==> config.mk <==
export PLATFORM = sky130hd
export DESIGN_NAME = ual_sequencer
export DESIGN_NICKNAME = d
export VERILOG_FILES = /design/src/rtl/ual_sequencer.sv
export SDC_FILE = /design/constraint.sdc
export NUM_CORES = 1
export LEC_CHECK = 0
export BUFFER_PORTS_ARGS = -buffer_cell sky130_fd_sc_hd__buf_2
export CORE_MARGIN = 2
export CORE_UTILIZATION = 50
export CTS_CLUSTER_SIZE = 20
export DETAILED_ROUTE_END_ITERATION = 16
export PLACE_DENSITY = 0.67
export SLEW_MARGIN = 20
export SYNTH_ARGS = -nofsm -noshare
export SYNTH_HDL_FRONTEND = slang
export SYNTH_SLANG_ARGS = --single-unit
==> constraint.sdc <==
create_clock -name clk -period 3.2 [get_ports clk]
set_input_delay 0.16 -clock clk [delete_from_list [all_inputs] [get_ports clk]]
set_output_delay 0.16 -clock clk [all_outputs]
set_load 0.01 [all_outputs]
==> src/rtl/ual_sequencer.sv <==
// ual_sequencer: microprogram sequencer driving the UAL/accumulator/carry
// datapath strobes from a small internal instruction memory.
// Opcodes in bits [7:6]: 00 EXEC, 01 INITC, 10 JC, 11 HALT.
module ual_sequencer #(
  parameter int PROG_DEPTH = 16,
  parameter int ADDR_W     = 4
) (
  input  logic              clk,
  input  logic              rst,
  input  logic              ce,
  input  logic              start,
  input  logic              prog_we,
  input  logic [ADDR_W-1:0] prog_addr,
  input  logic [7:0]        prog_data,
  input  logic              carry,
  output logic [2:0]        sel_UAL,
  output logic              load_R1,
  output logic              load_accu,
  output logic              load_carry,
  output logic              init_carry,
  output logic              busy,
  output logic              done,
  output logic              err,
  output logic [ADDR_W-1:0] pc
);

  typedef enum logic {
    IDLE = 1'b0,
    RUN  = 1'b1
  } state_t;

  localparam logic [ADDR_W-1:0] LAST_ADDR = ADDR_W'(PROG_DEPTH - 1);

  state_t            state_q;
  state_t            state_d;
  logic [ADDR_W-1:0] pc_d;
  logic              hazard_q;
  logic              hazard_d;
  logic              err_d;
  logic              done_d;
  logic [2:0]        sel_d;
  logic              load_r1_d;
  logic              load_accu_d;
  logic              load_carry_d;
  logic              init_carry_d;
  logic              advance;

  logic [7:0]        mem [PROG_DEPTH];
  logic [7:0]        instr;

  // Asynchronous read of the word currently being decoded.
  assign instr = mem[pc];
  assign busy  = (state_q == RUN);

  // Instruction memory is only writable while idle; contents survive reset.
  always_ff @(posedge clk) begin
    if (!rst && prog_we && state_q == IDLE) begin
      mem[prog_addr] <= prog_data;
    end
  end

  // Decode the current word and work out the next state, pc and strobes.
  always_comb begin
    state_d      = state_q;
    pc_d         = pc;
    hazard_d     = hazard_q;
    err_d        = err;
    done_d       = 1'b0;
    sel_d        = 3'd0;
    load_r1_d    = 1'b0;
    load_accu_d  = 1'b0;
    load_carry_d = 1'b0;
    init_carry_d = 1'b0;
    advance      = 1'b0;

    case (state_q)
      IDLE: begin
        if (ce && start) begin
          state_d  = RUN;
          pc_d     = '0;
          err_d    = 1'b0;
          hazard_d = 1'b0;
        end
      end

      RUN: begin
        if (ce) begin
          case (instr[7:6])
            2'b00: begin
              sel_d        = instr[2:0];
              load_r1_d    = instr[3];
              load_accu_d  = instr[4];
              load_carry_d = instr[5];
              hazard_d     = instr[5];
              advance      = 1'b1;
            end
            2'b01: begin
              init_carry_d = 1'b1;
              hazard_d     = 1'b1;
              advance      = 1'b1;
            end
            2'b10: begin
              // Carry is stale right after a carry update: spend one bubble
              // cycle and evaluate the same JC again on the next cycle.
              hazard_d = 1'b0;
              if (!hazard_q) begin
                if (carry) begin
                  pc_d = instr[ADDR_W-1:0];
                end else begin
                  advance = 1'b1;
                end
              end
            end
            default: begin
              state_d  = IDLE;
              done_d   = 1'b1;
              hazard_d = 1'b0;
            end
          endcase

          // Falling off the last address ends the program with an error.
          if (advance) begin
            if (pc == LAST_ADDR) begin
              state_d  = IDLE;
              done_d   = 1'b1;
              err_d    = 1'b1;
              hazard_d = 1'b0;
            end else begin
              pc_d = pc + ADDR_W'(1);
            end
          end
        end
      end

      default: begin
        state_d = IDLE;
      end
    endcase
  end

  // State, pc and registered strobes; synchronous reset clears everything.
  always_ff @(posedge clk) begin
    if (rst) begin
      state_q    <= IDLE;
      pc         <= '0;
      hazard_q   <= 1'b0;
      err        <= 1'b0;
      done       <= 1'b0;
      sel_UAL    <= 3'd0;
      load_R1    <= 1'b0;
      load_accu  <= 1'b0;
      load_carry <= 1'b0;
      init_carry <= 1'b0;
    end else begin
      state_q    <= state_d;
      pc         <= pc_d;
      hazard_q   <= hazard_d;
      err        <= err_d;
      done       <= done_d;
      sel_UAL    <= sel_d;
      load_R1    <= load_r1_d;
      load_accu  <= load_accu_d;
      load_carry <= load_carry_d;
      init_carry <= init_carry_d;
    end
  end

endmodule

==> results.tsv <==
stage	metric	value	unit
logic_synthesis	yosysTopAreaCell	edfxtp_1	
drt	vias_per_cell	5.822	
sta	finalClockSkew	0.006276	ns
placement	port_buffers	31	
placement	dpl_cell_area	6200	sq um
grt	antenna_found_initial	0	
setup_path	worst-setup-path-type	reg2reg	
drt	drc_errors	0	
flow_run	cap_viol_max_count	0	
logic_synthesis	synth-seq-cells	147	
sta	timing.hold.ws	0.04458	ns
setup_path	critPathSlowestCell	mux4_1	
setup_path	critical_path.top_delay_family	multiplexers	
sta	rsz0062_at_grt	no	
layout	drive_gt1_share	32.45	%
drt	routed_wl	11960	microns
floorplanning	core	11320	sq um
clocking	cts_tree	yes	
placement	place.gp.congestion	0.8750	
layout	most-common-layout-cells	edfxtp_1, mux4_2, buf_2	
logic_synthesis	synth_area	5764	sq um
logic_synthesis	yosys_warnings	0	
sta	fin_setup_tns	0	ns
pwr	ir_worst_vdd	0.4382	mV
layout	post-route-util	59.96	%
setup_path	worstPathArrival	3.00	ns
drt	wl_per_cell	22.90	microns
sta	period_share	84.38	%
clocking	ctsHoldBuffers	0	
logic_synthesis	synth_area_leaders	edfxtp_1, mux4_2, dfxtp_1	
setup_path	crit_chain	mux4_1 -> mux2_2 -> or3_4 -> a211oi_4 -> mux2i_1 -> a21o_1 -> a311oi_1	
drt	dr.first_iter.drc_count	282	
setup_path	cp.buffers_inverters	0	
setup_path	cp-end-kind	flip-flop	
logic_synthesis	syn_avg_cell_area	18.72	sq um
layout	final_common_cell	edfxtp_1	
logic_synthesis	synth_edf_count	128	
setup_path	max_stage_delay	0.57	ns
clocking	clk_pin_slew	0.06	ns
clocking	root_buffer	clkbuf_16	
layout	design_area	6788	sq um
sta	final.min_clock_period	2.700	ns
hold_path	hold_path_end	err	
sta	hold_viol	0	
logic_synthesis	synth_nets	327	
sta	fmax	0.3703	GHz
grt	grt_pass1_vias	3123	
pwr	powerDensity	611.7	nW/um^2
clocking	cts_buffers	17	
setup_path	worst-path-max-fanout	6	
sta	worst_slew_pin_slew	1.089	ns
floorplanning	rows	39	
clocking	cts_resized	0	
floorplanning	dieArea	12400	sq um
drt	num_vias	3039	
layout	stdcell_count	522	
sta	slew_violations	0	
placement	dpl.cell_count	490	
logic_synthesis	yosysTopAreaCellShare	66.68	%
clocking	cts.sinks	147	
placement	dp_slack	0.5768	ns
clocking	cts_max_level	4	
sta	relSlewSlack	27.15	%
floorplanning	ios	32	
pwr	total_power	4.152	mW
setup_path	crit_path_start_kind	flip-flop	
grt	grt_overflow	0	
floorplanning	die_x	111.4	microns
hold_path	whs_path_depth	2	
logic_synthesis	yosys.area_share.simple	5.730	%
logic_synthesis	synth_ff_type	edfxtp_1	
layout	fillers	819	
setup_path	worstReg2RegEnd	pc[2]	
logic_synthesis	synth_fa_ha_area_share	0.2171	%
run_status	outcome	complete, no violations	
placement	hpwl	7885	microns
logic_synthesis	async_flop_share	0	%
hold_path	min-delay-path-class	in2reg	
clocking	post_cts_buffers	0	
logic_synthesis	synth-compound-area-share	4.189	%
logic_synthesis	yosys.area_share.xor_xnor	0	%
layout	diodes	0	
logic_synthesis	synth_cell_types	44	
drt	ant_nets	0	
setup_path	required	3.50	ns
setup_path	reg2reg_depth	7	
floorplanning	initial_core_util	50.92	%
setup_path	rrSetupSlack	0.50	ns
hold_path	hold_start	rst	
logic_synthesis	synth_top_family_by_area	multiplexers	
floorplanning	die_height	111.4	microns
grt	grt_max_degree	19	
logic_synthesis	muxShareOfSynthArea	15.19	%
logic_synthesis	seq_area_frac_synth	73.28	%
grt	grt_pass1_wl	18230	microns
sta	finalSetupViolations	0	
layout	area_growth	17.76	%
clocking	clockBufferDepth	2	
logic_synthesis	syn_inst	308	
drt	firstDrtPassIters	5	
pwr	p_leak	2.264	nW
layout	nNetsFinal	385	
grt	track_usage	20.63	%
sta	final.setup.worst_slack	0.4998	ns
clocking	clk_latency	0.42	ns
==> registers in the layout, indices dropped and copies added, names as in the netlist, named ones only <==
name and flops:
load_accu 1, sel_UAL 3, busy 1, pc 4, err 1, done 1, load_R1 1, hazard_q 1
init_carry 1, mem 128, load_carry 1
==> routing by layer <==
metal | vias to the layer above | global-route usage, % | part of all wire, %
met5 | - | 0 | 0
met4 | 0 | 8.724 | 2.0
met3 | 20 | 5.498 | 7.1
met2 | 111 | 32.68 | 49
met1 | 1542 | 27.48 | 42
li1 | 1366 | - | -
==> cell type report <==
type / count / area (sq um) / share of cell area [%]
sequential: 147 / 4225 / 62.25
multi-input combinational: 142 / 1460 / 21.51
clock buffer: 24 / 514.2 / 7.576
timing repair buffer: 52 / 312.8 / 4.608
tap: 143 / 178.9 / 2.636
clock inverter: 8 / 73.82 / 1.088
inverter: 6 / 22.52 / 0.3318
==> Yosys cell counts, types with 2 or more instances <==
cell type  count
nor3b_1        2
a311o_1        2
nand3_1        4
o21ai_0        7
a21oi_1        6
mux2i_1        5
o22ai_1        3
nor2_1        21
nand3b_1       4
nor3_1         4
clkbuf_1       5
nand2_1        9
edfxtp_1     128
inv_1          6
mux4_2        33
buf_2          7
nor2b_1        8
nand4_1        2
dfxtp_1       19
nand2b_1       3
a21o_1         3
mux2_2         5
==> worst max path at each step <==
stage	to	slack [ns]	depth (start not counted)
floorplan	hazard_q	0.66	8
global placement	flip-flop	0.63	7
detailed placement	flip-flop	0.58	7
CTS	pc[2]	0.53	7
global route	pc[2]	0.43	7
finish	pc[2]	0.50	7
==> worst reg2reg max path, delay by kind of cell, from the launching register on <==
kind,cells,cell delay [ns]
compound gates,3,0.83
simple gates,1,0.35
mux,3,1.00
flops,1,0.41
==> cells by family (layout without fill, tap and decap cells) <==
family,after synthesis,in the layout
compound gates,33,33
fa+ha+maj,1,1
buf+inv,19,90
flops,147,147
mux,44,44
simple gates,64,64
==> power by group <==
part | switching, mW | leakage, nW | internal, mW
combinational | 0.0766 | 0.663 | 0.0526
sequential | 0.0105 | 1.31 | 2.10
clock | 0.716 | 0.295 | 1.20
No activity file was read; power rests on OpenSTA's default activity.
